File: src/rtl/instruction_prefetch_unit_pkg.sv
// Shared constants and types for the instruction prefetch front end.
package instruction_prefetch_unit_pkg;

    localparam int WORD_WIDTH = 32;
    localparam int PC_STRIDE = 4;
    localparam logic [31:0] NOP_INSTRUCTION = 32'h0000_0000;

    typedef enum logic {
        FETCH,
        DRAIN
    } fetch_state_t;

endpackage

File: src/rtl/instruction_prefetch_unit_if.sv
// Bundles the instruction-memory handshake and the downstream fetch outputs.
interface instruction_prefetch_unit_if #(
    parameter int WORD_WIDTH = instruction_prefetch_unit_pkg::WORD_WIDTH
);

    logic                  imem_request;
    logic [WORD_WIDTH-1:0] imem_address;
    logic                  imem_ready;
    logic                  imem_valid;
    logic [WORD_WIDTH-1:0] imem_data;
    logic                  stall;
    logic                  branch_check;
    logic [WORD_WIDTH-1:0] branch_address;
    logic                  instruction_valid;
    logic [WORD_WIDTH-1:0] PC;
    logic [WORD_WIDTH-1:0] instruction;

    modport master (
        output imem_request, imem_address, instruction_valid, PC, instruction,
        input  imem_ready, imem_valid, imem_data, stall, branch_check, branch_address
    );

    modport slave (
        input  imem_request, imem_address, instruction_valid, PC, instruction,
        output imem_ready, imem_valid, imem_data, stall, branch_check, branch_address
    );

endinterface

File: src/rtl/instruction_prefetch_unit_prefetch_fifo.sv
// Synchronous FIFO holding {PC, instruction} pairs; pointers carry an extra wrap bit.
module instruction_prefetch_unit_prefetch_fifo #(
    parameter int DEPTH = 4,
    parameter int WIDTH = 64
) (
    input  logic                     clock,
    input  logic                     reset,
    input  logic                     flush,
    input  logic                     push,
    input  logic                     pop,
    input  logic [WIDTH-1:0]         push_data,
    output logic [WIDTH-1:0]         head_data,
    output logic                     empty,
    output logic [$clog2(DEPTH):0]   count
);

    localparam int AW = $clog2(DEPTH);

    logic [WIDTH-1:0] mem [DEPTH];
    logic [AW:0]      wr_ptr;
    logic [AW:0]      rd_ptr;

    always_ff @(posedge clock) begin
        if (reset || flush) begin
            wr_ptr <= '0;
            rd_ptr <= '0;
        end else begin
            if (push) wr_ptr <= wr_ptr + (AW+1)'(1);
            if (pop)  rd_ptr <= rd_ptr + (AW+1)'(1);
        end
    end

    always_ff @(posedge clock) begin
        if (push && !reset && !flush) mem[wr_ptr[AW-1:0]] <= push_data;
    end

    assign head_data = mem[rd_ptr[AW-1:0]];
    assign count     = wr_ptr - rd_ptr;
    assign empty     = (wr_ptr == rd_ptr);

endmodule

File: src/rtl/instruction_prefetch_unit.sv
// Prefetch front end: credit-limited sequential fetch, in-order response queue,
// stall hold and branch redirect with draining of stale responses.
module instruction_prefetch_unit #(
    parameter int                    DEPTH      = 4,
    parameter int                    WORD_WIDTH = instruction_prefetch_unit_pkg::WORD_WIDTH,
    parameter logic [WORD_WIDTH-1:0] RESET_PC   = '0
) (
    input logic                       clock,
    input logic                       reset,
    instruction_prefetch_unit_if.master bus
);

    import instruction_prefetch_unit_pkg::*;

    localparam int CW = $clog2(DEPTH) + 1;
    localparam logic [WORD_WIDTH-1:0] STRIDE     = WORD_WIDTH'(PC_STRIDE);
    localparam logic [WORD_WIDTH-1:0] ALIGN_MASK = ~WORD_WIDTH'(PC_STRIDE - 1);

    fetch_state_t              state;
    fetch_state_t              state_next;
    logic [WORD_WIDTH-1:0]     fetch_pc;
    logic [WORD_WIDTH-1:0]     resp_pc;
    logic [CW-1:0]             outstanding;
    logic [CW-1:0]             outstanding_next;
    logic [CW-1:0]             occupancy;
    logic                      request;
    logic                      accept;
    logic                      push;
    logic                      pop;
    logic                      fifo_empty;
    logic [2*WORD_WIDTH-1:0]   head;

    // Each outstanding request reserves a queue slot, so a push can never overflow.
    always_comb begin
        state_next       = state;
        request          = 1'b0;
        accept           = 1'b0;
        push             = 1'b0;
        pop              = 1'b0;
        outstanding_next = outstanding;

        if (!reset && state == FETCH && !bus.branch_check)
            request = ({1'b0, outstanding} + {1'b0, occupancy}) < (CW+1)'(DEPTH);
        accept           = request && bus.imem_ready;
        outstanding_next = outstanding + CW'(accept) - CW'(bus.imem_valid);
        push             = (state == FETCH) && bus.imem_valid && !bus.branch_check;
        pop              = !fifo_empty && !bus.stall && !bus.branch_check;

        if (bus.branch_check)
            state_next = (outstanding_next != '0) ? DRAIN : FETCH;
        else if (state == DRAIN && outstanding_next == '0)
            state_next = FETCH;
    end

    // resp_pc follows the PC of the next expected response; a redirect realigns it.
    always_ff @(posedge clock) begin
        if (reset) begin
            state       <= FETCH;
            fetch_pc    <= RESET_PC;
            resp_pc     <= RESET_PC;
            outstanding <= '0;
        end else begin
            state       <= state_next;
            outstanding <= outstanding_next;
            if (bus.branch_check) begin
                fetch_pc <= bus.branch_address & ALIGN_MASK;
                resp_pc  <= bus.branch_address & ALIGN_MASK;
            end else begin
                if (accept) fetch_pc <= fetch_pc + STRIDE;
                if (push)   resp_pc  <= resp_pc + STRIDE;
            end
        end
    end

    instruction_prefetch_unit_prefetch_fifo #(
        .DEPTH (DEPTH),
        .WIDTH (2 * WORD_WIDTH)
    ) u_fifo (
        .clock     (clock),
        .reset     (reset),
        .flush     (bus.branch_check),
        .push      (push),
        .pop       (pop),
        .push_data ({resp_pc, bus.imem_data}),
        .head_data (head),
        .empty     (fifo_empty),
        .count     (occupancy)
    );

    assign bus.imem_request      = request;
    assign bus.imem_address      = fetch_pc;
    assign bus.instruction_valid = !fifo_empty;
    assign bus.PC                = fifo_empty ? '0 : head[2*WORD_WIDTH-1:WORD_WIDTH];
    assign bus.instruction       = fifo_empty ? WORD_WIDTH'(NOP_INSTRUCTION) : head[WORD_WIDTH-1:0];

endmodule
File: src/flat_wrapper.sv
// flat-port wrapper written by rule: the top's interface ports become plain ports
module instruction_prefetch_unit_flat import instruction_prefetch_unit_pkg::*;
#(
    parameter int                    DEPTH      = 4,
    parameter int                    WORD_WIDTH = instruction_prefetch_unit_pkg::WORD_WIDTH,
    parameter logic [WORD_WIDTH-1:0] RESET_PC   = '0
)
  (clock, reset, bus_imem_request, bus_imem_address, bus_instruction_valid, bus_PC, bus_instruction, bus_imem_ready, bus_imem_valid, bus_imem_data, bus_stall, bus_branch_check, bus_branch_address);
  instruction_prefetch_unit_if #(.WORD_WIDTH(WORD_WIDTH)) bus_i ();
  input logic clock;
  input logic reset;
  output wire logic [$bits(bus_i.imem_request)-1:0] bus_imem_request;
  output wire logic [$bits(bus_i.imem_address)-1:0] bus_imem_address;
  output wire logic [$bits(bus_i.instruction_valid)-1:0] bus_instruction_valid;
  output wire logic [$bits(bus_i.PC)-1:0] bus_PC;
  output wire logic [$bits(bus_i.instruction)-1:0] bus_instruction;
  input wire logic [$bits(bus_i.imem_ready)-1:0] bus_imem_ready;
  input wire logic [$bits(bus_i.imem_valid)-1:0] bus_imem_valid;
  input wire logic [$bits(bus_i.imem_data)-1:0] bus_imem_data;
  input wire logic [$bits(bus_i.stall)-1:0] bus_stall;
  input wire logic [$bits(bus_i.branch_check)-1:0] bus_branch_check;
  input wire logic [$bits(bus_i.branch_address)-1:0] bus_branch_address;
  assign bus_imem_request = bus_i.imem_request;
  assign bus_imem_address = bus_i.imem_address;
  assign bus_instruction_valid = bus_i.instruction_valid;
  assign bus_PC = bus_i.PC;
  assign bus_instruction = bus_i.instruction;
  assign bus_i.imem_ready = bus_imem_ready;
  assign bus_i.imem_valid = bus_imem_valid;
  assign bus_i.imem_data = bus_imem_data;
  assign bus_i.stall = bus_stall;
  assign bus_i.branch_check = bus_branch_check;
  assign bus_i.branch_address = bus_branch_address;
  instruction_prefetch_unit #(.DEPTH(DEPTH), .WORD_WIDTH(WORD_WIDTH), .RESET_PC(RESET_PC)) u_core (.clock(clock), .reset(reset), .bus(bus_i));
endmodule
File: config.mk
export PLATFORM = sky130hd
export DESIGN_NAME = instruction_prefetch_unit_flat
export DESIGN_NICKNAME = d
export VERILOG_FILES = /design/src/rtl/instruction_prefetch_unit_pkg.sv /design/src/rtl/instruction_prefetch_unit_if.sv /design/src/rtl/instruction_prefetch_unit_prefetch_fifo.sv /design/src/rtl/instruction_prefetch_unit.sv /design/src/flat_wrapper.sv
export SDC_FILE = /design/constraint.sdc
export NUM_CORES = 1
export LEC_CHECK = 0
export BUFFER_PORTS_ARGS = -buffer_cell sky130_fd_sc_hd__buf_4
export CELL_PAD_IN_SITES_DETAIL_PLACEMENT = 1
export CELL_PAD_IN_SITES_GLOBAL_PLACEMENT = 1
export CORE_ASPECT_RATIO = 2
export CORE_UTILIZATION = 52
export CTS_CLUSTER_DIAMETER = 150
export CTS_CLUSTER_SIZE = 25
export DETAILED_ROUTE_END_ITERATION = 10
export PLACE_DENSITY = 0.82
export SLEW_MARGIN = 15
export SYNTH_ARGS = -nofsm -noshare
export SYNTH_HDL_FRONTEND = slang
export SYNTH_HIERARCHICAL = 1
export SYNTH_SLANG_ARGS = --single-unit
File: constraint.sdc
create_clock -name clock -period 5.7 [get_ports clock]
set_input_delay 1.71 -clock clock [delete_from_list [all_inputs] [get_ports clock]]
set_output_delay 1.71 -clock clock [all_outputs]
set_load 0.05 [all_outputs]
==> results of run 1 <==
sequential cells by signal (all words and copies together), names as in the netlist, named ones only:
name / count
u_core/bus.imem_address: 30
u_core/outstanding: 3
u_core/resp_pc: 30
u_core/state: 1
u_core/u_fifo/mem: 256
u_core/u_fifo/rd_ptr: 3
u_core/u_fifo/wr_ptr: 3
cell type report:
type                       count  area (sq um)
multi-input combinational    508          4345
inverter                      27         101.3
fill                        2497         10290
sequential                   328          9134
clock buffer                  28         466.7
tap                          344         430.4
clock inverter                 1         30.03
timing repair buffer         178          1374
per-stage QoR:
step / instance area [sq um] / utilization, % / hold WS (ps) / total power [mW] / cells
4_1_cts: 15880 / 60.69 / 520.1 / 4.449 / 1414
2_1_floorplan: 13860 / - / 460.1 / 2.991 / 909
5_1_grt: 15880 / 60.69 / 521.6 / 4.541 / 1414
3_3_place_gp: 15380 / 58.79 / 492.7 / 3.137 / 1385
3_5_place_dp: 15380 / 58.79 / 516.6 / 3.158 / 1385
6_report: 15880 / 60.69 / 521.3 / 4.409 / 1414
metal layers:
layer | routed length [microns] | up-vias
met5 | 0 | -
met4 | 644 | 0
met3 | 879 | 33
met2 | 17540 | 162
met1 | 11970 | 4122
li1 | - | 3744
worst max-delay path, cell delays in order (launching register included):
cell,delay [ps]
dfxtp_1,420
inv_1,120
ha_1,310
nand2_1,80
nor2_4,640
buf_4,400
nor2b_1,110
buf_4,200
how the worst min path moves through the flow:
stage	slack (ps)	startpoint	endpoint
final	520	u_core/resp_pc[30]	u_core/u_fifo/mem[3][62]
after global routing	520	u_core/resp_pc[30]	u_core/u_fifo/mem[3][62]
after CTS	520	u_core/resp_pc[30]	u_core/u_fifo/mem[3][62]
after detailed placement	520	u_core/bus.imem_address[3]	u_core/bus.imem_address[3]
after global placement	490	u_core/resp_pc[30]	u_core/u_fifo/mem[1][62]
after floorplan	460	u_core/resp_pc[30]	u_core/u_fifo/mem[0][62]
cells in the mapped netlist, types with 3 or more instances:
master	number
xnor2_1	24
nor4_1	3
a31oi_1	15
nor2_1	54
a311oi_1	5
clkbuf_1	28
nor3_1	11
nor2b_1	65
ha_1	13
nand3b_1	4
buf_2	7
a21boi_1	3
and2_1	4
mux4_1	4
o21ai_0	14
buf_12	6
or3_1	3
xor2_1	16
inv_1	24
mux4_2	60
and4_1	7
a22oi_1	4
edfxtp_1	256
nand4_1	22
dfxtp_1	72
and3_1	11
mux2i_1	3
nand2_1	40
a21boi_0	13
nand3_1	19
or4_1	3
a21oi_1	23
a211oi_1	14
power groups by stage:
stage | combinational, mW | clock, mW | sequential, mW
floorplan | 0.218 | 0 | 2.77
global placement | 0.396 | 0 | 2.74
detailed placement | 0.410 | 0 | 2.75
CTS | 0.412 | 1.34 | 2.69
global route | 0.438 | 1.40 | 2.70
finish | 0.408 | 1.31 | 2.69
cell families after synthesis:
logic type | after synthesis | synth area share, %
AOI/OAI and AO/OA | 108 | 5.249
muxes | 68 | 10.83
xor gates and xnor gates | 40 | 2.534
DFF | 328 | 66.03
buffers and inverters | 73 | 2.869
and+or+nand+nor | 267 | 10.99
adders and majority gates | 15 | 1.466
other | 1 | 0.02713
==> flow_metrics.env, run 1 <==
export IMPL_hold_class="register to register"
export IMPL_min_period_ps=4543
export IMPL_outcome="finished, final reports clean"
export IMPL_cts_tree="built"
export IMPL_yosysSeqAreaShare_pct=66.03
export IMPL_die_height_microns=232.6
export IMPL_hold_path_depth=0
export IMPL_diodes=0
export IMPL_synthDistinctLibCells=69
export IMPL_clkPwrFrac_pct=29.7
export IMPL_worst_r2r_endpoint="u_core/state"
export IMPL_ant_nets=0
export IMPL_via_per_inst=5.701
export IMPL_grt_antenna_before_repair=0
export IMPL_root_buffer="clkbuf_16"
export IMPL_drtIter0Drc=464
export IMPL_die_area_sq_um=27280
export IMPL_synthFlopType="edfxtp_1"
export IMPL_drcViolationCount=0
export IMPL_synth_edff_count=256
export IMPL_syn_inst=900
export IMPL_p_seq_share_pct=61.1
export IMPL_clk_latency_ps=520
export IMPL_rsz0062_at_grt="no"
export IMPL_gr_usage_met2_pct=45.04
export IMPL_reg2reg_from="u_core/u_fifo/wr_ptr[0]"
export IMPL_port_buffers=163
export IMPL_coreArea_sq_um=26170
export IMPL_comb_power_share_pct=9.3
export IMPL_setup_tns_ps=0
export IMPL_p_switching_mw=1.056
export IMPL_reg2reg_slack_ps=1900
export IMPL_post_place_ws_ps=1218
export IMPL_postCtsSetupRepairBufs=0
export IMPL_clk_pin_slew_ps=100
export IMPL_numCtsBuffers=17
export IMPL_p_per_area_nw_per_um2=277.6
export IMPL_final_period_utilization_pct=79.69
export IMPL_grtUsageTotal_pct=23.48
export IMPL_peakVddDrop_mv=0.1975
export IMPL_final_nets=1145
export IMPL_ctsHoldBuffers=0
export IMPL_chipWidth_microns=117.3
export IMPL_num_vias=8061
export IMPL_switching_share_pct=23.95
export IMPL_p_int_mw=3.353
export IMPL_endpoint_kind="output port"
export IMPL_setup_viol=0
export IMPL_clock_sinks=328
export IMPL_grtUsageMet1_pct=26.70
export IMPL_mostFrequentLayoutCell="edfxtp_1"
export IMPL_grt_max_degree=65
export IMPL_clk_path_buf_depth=3
export IMPL_cts_resized=0
export IMPL_syn_to_final_growth_pct=14.88
export IMPL_synth_seq_cells=328
export IMPL_synthTopCellsByArea="edfxtp_1 56%, dfxtp_1 10%, mux4_2 9.8%"
export IMPL_grt_pass1_wl_mm=47.55
export IMPL_dp_hpwl_mm=20.84
export IMPL_setup_ws_ps=1157
export IMPL_htree_levels=1
export IMPL_fmax_mhz=220.1
export IMPL_drv_slew=0
export IMPL_cp_required_ps=3990
export IMPL_critical_path_arrival_ps=2830
export IMPL_startpoint_type="register"
export IMPL_wire_per_inst_microns=21.95
export IMPL_r2r_cells=16
export IMPL_layout_common_cells="256 x edfxtp_1, 175 x buf_4, 70 x dfxtp_1, 65 x nor2b_1, 60 x mux4_2"
export IMPL_max_cap_violations=0
export IMPL_yosysWarnings=6
export IMPL_synthArstFlopShare_pct=0
export IMPL_synth_top_area_share_pct=55.61
export IMPL_path_max_fanout=30
export IMPL_postSynthAreaPerCell_sq_um=15.36
export IMPL_clock_skew_ps=31.07
export IMPL_hold_viol_final=0
export IMPL_wl_mm=31.04
export IMPL_crit_type="register to output port"
export IMPL_tightestPinTransition_ps=1014
export IMPL_drt_first_pass_iters=4
export IMPL_critPathCapture="bus_instruction[25]"
export IMPL_grt_met3_usage_pct=2.214
export IMPL_start_util_pct=52.83
export IMPL_relSlewSlack_pct=32.14
export IMPL_io_pins=168
export IMPL_power_leakage_nw=5.378
export IMPL_syn_area_sq_um=13820
export IMPL_grt_busiest_layer="met2"
export IMPL_place_gp_congestion=0.8361
export IMPL_crit_path_start="u_core/u_fifo/wr_ptr[0]"
export IMPL_grt_pass1_vias=8713
export IMPL_grt_overflow=0
export IMPL_drive_gt1_share_pct=26.07
export IMPL_yosys_area_top_type="edfxtp_1"
export IMPL_row_count=84
No activity file was read; power rests on OpenSTA's default activity.
==> run 2: changes to the inputs <==
--- a/config.mk
+++ b/config.mk
@@ -9,11 +9,11 @@
 export CELL_PAD_IN_SITES_DETAIL_PLACEMENT = 1
 export CELL_PAD_IN_SITES_GLOBAL_PLACEMENT = 1
 export CORE_ASPECT_RATIO = 2
-export CORE_UTILIZATION = 52
+export CORE_UTILIZATION = 49
 export CTS_CLUSTER_DIAMETER = 150
 export CTS_CLUSTER_SIZE = 25
 export DETAILED_ROUTE_END_ITERATION = 10
-export PLACE_DENSITY = 0.82
+export PLACE_DENSITY = 0.78
 export SLEW_MARGIN = 15
 export SYNTH_ARGS = -nofsm -noshare
 export SYNTH_HDL_FRONTEND = slang
==> constraint.sdc (replaced) <==
create_clock -name clock -period 4.5 [get_ports clock]
set_input_delay 1.35 -clock clock [delete_from_list [all_inputs] [get_ports clock]]
set_output_delay 1.35 -clock clock [all_outputs]
set_load 0.05 [all_outputs]
==> run 2 against run 1 <==
Effect of this change:
- utilization down 3.0 points
- critical path depth up 1
- power up 26%
- combinational power up 25%
- die area up 6.0%
- largest power group unchanged
- cell count up 0.71%
==> flow_metrics.env, run 2 (same netlist as run 1, synthesis figures left out) <==
export IMPL_path_max_fanout=4
export IMPL_total_power_mw=5.573
export IMPL_grt_max_degree=65
export IMPL_numCtsBuffers=17
export IMPL_final_period_utilization_pct=90.55
export IMPL_worst_r2r_endpoint="u_core/state"
export IMPL_grtUsageTotal_pct=21.59
export IMPL_clock_sinks=328
export IMPL_power_leakage_nw=5.404
export IMPL_tightestPinTransition_ps=869.8
export IMPL_drive_gt1_share_pct=26.21
export IMPL_chipWidth_microns=120.8
export IMPL_setup_ws_ps=425.1
export IMPL_drtIter0Drc=426
export IMPL_via_per_inst=5.664
export IMPL_postCtsSetupRepairBufs=0
export IMPL_diodes=0
export IMPL_setup_viol=0
export IMPL_place_gp_congestion=0.8505
export IMPL_die_height_microns=239.5
export IMPL_clock_skew_ps=30.81
export IMPL_fmax_mhz=245.4
export IMPL_row_count=86
export IMPL_cts_resized=0
export IMPL_clk_path_buf_depth=3
export IMPL_crit_path_start="u_core/u_fifo/wr_ptr[0]"
export IMPL_hold_viol_final=0
export IMPL_critical_path_arrival_ps=2720
export IMPL_dp_cells=1394
export IMPL_outcome="finished, final reports clean"
export IMPL_r2r_cells=15
export IMPL_p_per_area_nw_per_um2=349.2
export IMPL_crit_chain="inv_1, ha_1, inv_1, fa_1, ha_1, a311oi_2, and2_1, buf_4"
export IMPL_hold_class="register to register"
export IMPL_min_period_ps=4075
export IMPL_clk_latency_ps=520
export IMPL_reg2reg_slack_ps=800
export IMPL_coreArea_sq_um=27650
export IMPL_layout_common_cells="256 x edfxtp_1, 172 x buf_4, 70 x dfxtp_1, 65 x nor2b_1, 60 x mux4_2"
export IMPL_final_cell_area_sq_um=15960
export IMPL_crit_type="register to output port"
export IMPL_reg2reg_from="u_core/u_fifo/wr_ptr[0]"
export IMPL_place_area_sq_um=15450
export IMPL_port_buffers=163
export IMPL_setup_tns_ps=0
export IMPL_slowest_delay_ps=420
export IMPL_endpoint_kind="output port"
export IMPL_wire_per_inst_microns=21.27
export IMPL_rsz0062_at_grt="no"
export IMPL_peakVddDrop_mv=0.2686
export IMPL_drt_first_pass_iters=4
export IMPL_grt_antenna_before_repair=0
export IMPL_clk_pin_slew_ps=100
export IMPL_syn_to_final_growth_pct=15.43
export IMPL_relSlewSlack_pct=41.80
export IMPL_wl_mm=30.29
export IMPL_fillers=2653
export IMPL_drv_slew=0
export IMPL_largest_register_ff_count=256
export IMPL_post_place_ws_ps=767.7
export IMPL_num_vias=8065
export IMPL_root_buffer="clkbuf_16"
export IMPL_startpoint_type="register"
export IMPL_die_area_sq_um=28930
export IMPL_ctsHoldBuffers=0
export IMPL_fin_cells=1424
export IMPL_grt_overflow=0
export IMPL_cp_slowest_cell="dfxtp_1"
export IMPL_drcViolationCount=0
export IMPL_ant_nets=0
export IMPL_start_util_pct=49.99
export IMPL_cts_tree="built"
export IMPL_max_cap_violations=0
export IMPL_critPathCapture="bus_imem_request"
export IMPL_final_nets=1146
export IMPL_grt_pass1_vias=8665
export IMPL_grt_pass1_wl_mm=47.51
export IMPL_io_pins=168
export IMPL_dp_hpwl_mm=20.55
export IMPL_mostFrequentLayoutCell="edfxtp_1"
export IMPL_cp_required_ps=3150
export IMPL_htree_levels=1
==> run 2: cell types whose count changed in the layout (fill, tap and decap cells not counted), sizes merged <==
cell,delta
inv,+1
buf,+1
==> run 2: worst max-delay path: cells and delay by family (launching register included) <==
kind,cells,cell delay (ps)
buf+inv,3,380
fa+ha+maj,3,920
simple gates,1,200
compound gates,1,300
flops,1,420
==> run 2: area by class of cell <==
cell class / instances / area (sq um) / area share [%]
flip-flops and latches: 328 / 9134 / 57.24
multi-input cells: 508 / 4345 / 27.23
repair buffers: 179 / 1431 / 8.970
clock buffers: 28 / 466.7 / 2.925
well taps: 352 / 440.4 / 2.760
inverters: 27 / 101.3 / 0.6351
clock inverters: 2 / 38.79 / 0.2431
==> run 2: through the flow <==
step / hold WS, ps / util, %
finish: 527.7 / 57.71
global route: 546.4 / 57.71
CTS: 532.4 / 57.71
detailed placement: 516.2 / 55.88
global placement: 491.7 / 55.88
floorplan: 460.1 / -
==> run 2: how the worst min path moves through the flow <==
stage | to | start | depth (start not counted) | slack, ps
after floorplan | u_core/u_fifo/mem[0][62] | u_core/resp_pc[30] | 0 | 460
after global placement | u_core/u_fifo/mem[1][62] | u_core/resp_pc[30] | 0 | 490
after detailed placement | u_core/bus.imem_address[3] | u_core/bus.imem_address[3] | 2 | 520
after CTS | u_core/bus.imem_address[3] | u_core/bus.imem_address[3] | 2 | 530
after global routing | u_core/u_fifo/mem[1][63] | u_core/resp_pc[31] | 0 | 550
final | u_core/bus.imem_address[3] | u_core/bus.imem_address[3] | 2 | 530
==> run 2: where the power goes <==
part / internal, mW / total (mW) / switching (mW)
clock: 0.736 / 1.65 / 0.915
sequential: 3.33 / 3.41 / 0.0851
combinational: 0.189 / 0.511 / 0.322
total: 4.25 / 5.57 / 1.32
==> run 2: per-layer routing <==
| layer | vias to the layer above | track usage (%) | share of wire [%] |
|---|---|---|---|
| li1 | 3753 | - | - |
| met1 | 4079 | 24.87 | 38 |
| met2 | 192 | 41.10 | 56 |
| met3 | 41 | 1.952 | 3.4 |
| met4 | 0 | 7.594 | 2.5 |
| met5 | - | 0 | 0 |
==> run 3: changes to the inputs <==
--- a/config.mk
+++ b/config.mk
@@ -8,7 +8,7 @@
 export BUFFER_PORTS_ARGS = -buffer_cell sky130_fd_sc_hd__buf_4
 export CELL_PAD_IN_SITES_DETAIL_PLACEMENT = 1
 export CELL_PAD_IN_SITES_GLOBAL_PLACEMENT = 1
-export CORE_ASPECT_RATIO = 2
+export CORE_ASPECT_RATIO = 0.6
 export CORE_UTILIZATION = 49
 export CTS_CLUSTER_DIAMETER = 150
 export CTS_CLUSTER_SIZE = 25
==> run 3 against run 2 <==
Effect of this change:
- setup slack improved by 18 ps
- wire length increased by 6.2%
- global-route usage increased by 1.2 points
- sequential share of layout area decreased by 0.20 points
- non-clock buffer count increased by 4
- clock power about the same
- critical path depth unchanged
- die area about the same
- sequential cell count unchanged
- clock skew increased by 4.6 ps
==> flow_metrics.env, run 3 (same netlist as run 1, synthesis figures left out) <==
export IMPL_regArea_sq_um=9134
export IMPL_drv_slew=0
export IMPL_hold_path_depth=1
export IMPL_final_period_utilization_pct=90.15
export IMPL_final_nets=1150
export IMPL_clk_pin_slew_ps=110
export IMPL_largest_register_ff_count=256
export IMPL_wire_per_inst_microns=22.30
export IMPL_coreArea_sq_um=27640
export IMPL_multiInputGateArea_sq_um=4345
export IMPL_place_gp_congestion=0.8440
export IMPL_max_cap_violations=0
export IMPL_power_leakage_nw=5.421
export IMPL_grtUsageTotal_pct=22.75
export IMPL_fmax_mhz=246.5
export IMPL_hp_start="u_core/bus.imem_address[29]"
export IMPL_grt_pass1_wl_mm=50.17
export IMPL_dr_wl_met2_mm=14.75
export IMPL_root_buffer="clkbuf_16"
export IMPL_chipWidth_microns=218.8
export IMPL_endpoint_kind="output port"
export IMPL_cts_tree="built"
export IMPL_setup_viol=0
export IMPL_worst_r2r_endpoint="u_core/state"
export IMPL_via_per_inst=5.711
export IMPL_io_pins=168
export IMPL_drtIter0Drc=492
export IMPL_row_count=47
export IMPL_path_max_fanout=4
export IMPL_wl_mm=32.17
export IMPL_port_buffers=163
export IMPL_outcome="finished, final reports clean"
export IMPL_maxUsedRoutingLayer="met4"
export IMPL_dp_hpwl_mm=21.81
export IMPL_ant_nets=0
export IMPL_clock_sinks=328
export IMPL_rsz0062_at_grt="no"
export IMPL_ctsHoldBuffers=0
export IMPL_clock_skew_ps=35.42
export IMPL_drive_gt1_share_pct=26.42
export IMPL_total_power_mw=5.613
export IMPL_reg2reg_from="u_core/u_fifo/wr_ptr[0]"
export IMPL_critical_path_arrival_ps=2710
export IMPL_holdPathEnd="u_core/bus.imem_address[29]"
export IMPL_die_height_microns=132.1
export IMPL_die_area_sq_um=28910
export IMPL_grt_antenna_before_repair=1
export IMPL_hold_class="register to register"
export IMPL_drt_first_pass_iters=4
export IMPL_layout_common_cells="256 x edfxtp_1, 175 x buf_4, 70 x dfxtp_1, 65 x nor2b_1, 60 x mux4_2"
export IMPL_htree_levels=1
export IMPL_numCtsBuffers=17
export IMPL_setup_tns_ps=0
export IMPL_tightestPinTransition_ps=952.2
export IMPL_drt_met1_wl_mm=15.52
export IMPL_routed_wl_met3_mm=1.338
export IMPL_p_per_area_nw_per_um2=350.5
export IMPL_clk_path_buf_depth=3
export IMPL_fillers=2642
export IMPL_relSlewSlack_pct=36.17
export IMPL_crit_type="register to output port"
export IMPL_start_util_pct=50.02
export IMPL_startpoint_type="register"
export IMPL_cp_required_ps=3150
export IMPL_clk_latency_ps=520
export IMPL_grt_overflow=0
export IMPL_grt_max_degree=67
export IMPL_reg2reg_slack_ps=720
export IMPL_syn_to_final_growth_pct=15.83
export IMPL_grt_pass1_vias=8542
export IMPL_hold_viol_final=0
export IMPL_postCtsSetupRepairBufs=0
export IMPL_cts_resized=0
export IMPL_peakVddDrop_mv=0.3343
export IMPL_min_period_ps=4057
export IMPL_mostFrequentLayoutCell="edfxtp_1"
export IMPL_num_vias=8241
export IMPL_r2r_cells=15
export IMPL_drcViolationCount=0
==> run 3: cell count changes in the layout (fill, tap and decap cells not counted), sizes merged <==
cell | before | now
inv | 27 | 26
diode | 0 | 1
buf | 179 | 183
==> run 3: worst max-delay path by stage <==
| stage | from | end | slack [ps] | cells past startpoint |
|---|---|---|---|---|
| finish | u_core/u_fifo/wr_ptr[0] | bus_imem_request | 440 | 8 |
| global route | u_core/u_fifo/wr_ptr[0] | bus_imem_request | 280 | 8 |
| global placement | bus_imem_valid | u_core/u_fifo/mem[0][40] | 790 | 5 |
| detailed placement | bus_branch_check | u_core/state | 670 | 11 |
| CTS | u_core/u_fifo/wr_ptr[0] | bus_imem_request | 400 | 8 |
| floorplan | bus_branch_check | u_core/u_fifo/mem[0][0] | 430 | 5 |
==> run 3: critical path, cell delays in order, from the launching register on <==
cell	delay, ps
dfxtp_1	410
inv_1	120
ha_1	210
inv_1	60
fa_1	440
ha_1	300
a311oi_2	290
and2_1	180
buf_4	190
==> run 3: layer usage <==
layer	GRT usage [%]	vias up
met4	4.784	0
li1	-	3772
met3	3.322	39
met5	0	-
met2	34.42	172
met1	35.19	4258
==> run 3: per-stage QoR <==
step	utilization, %	cells	setup WS [ps]	hold WS [ps]	area [sq um]
final	57.94	1443	443.3	516.3	16010
after global placement	56.13	1413	794.9	492.2	15510
after global routing	57.93	1442	285.0	547.9	16010
after detailed placement	56.13	1413	675.0	504.2	15510
after floorplan	-	909	429.5	460.1	13860
after CTS	57.93	1442	395.8	519.9	16010
==> run 3: power by group <==
part | switching (mW) | total (mW) | internal (mW)
logic | 0.331 | 0.520 | 0.189
registers | 0.0929 | 3.42 | 3.33
clock network | 0.941 | 1.67 | 0.733
==> run 3: area by class of cell <==
type                    count  share of cell area, %
diodes                      1                0.01563
flip-flops and latches    328                  57.04
well taps                 367                  2.868
repair buffers            183                  9.205
inverters                  27                 0.6329
multi-input cells         508                  27.14
clock inverters             1                 0.1875
clock buffers              28                  2.915
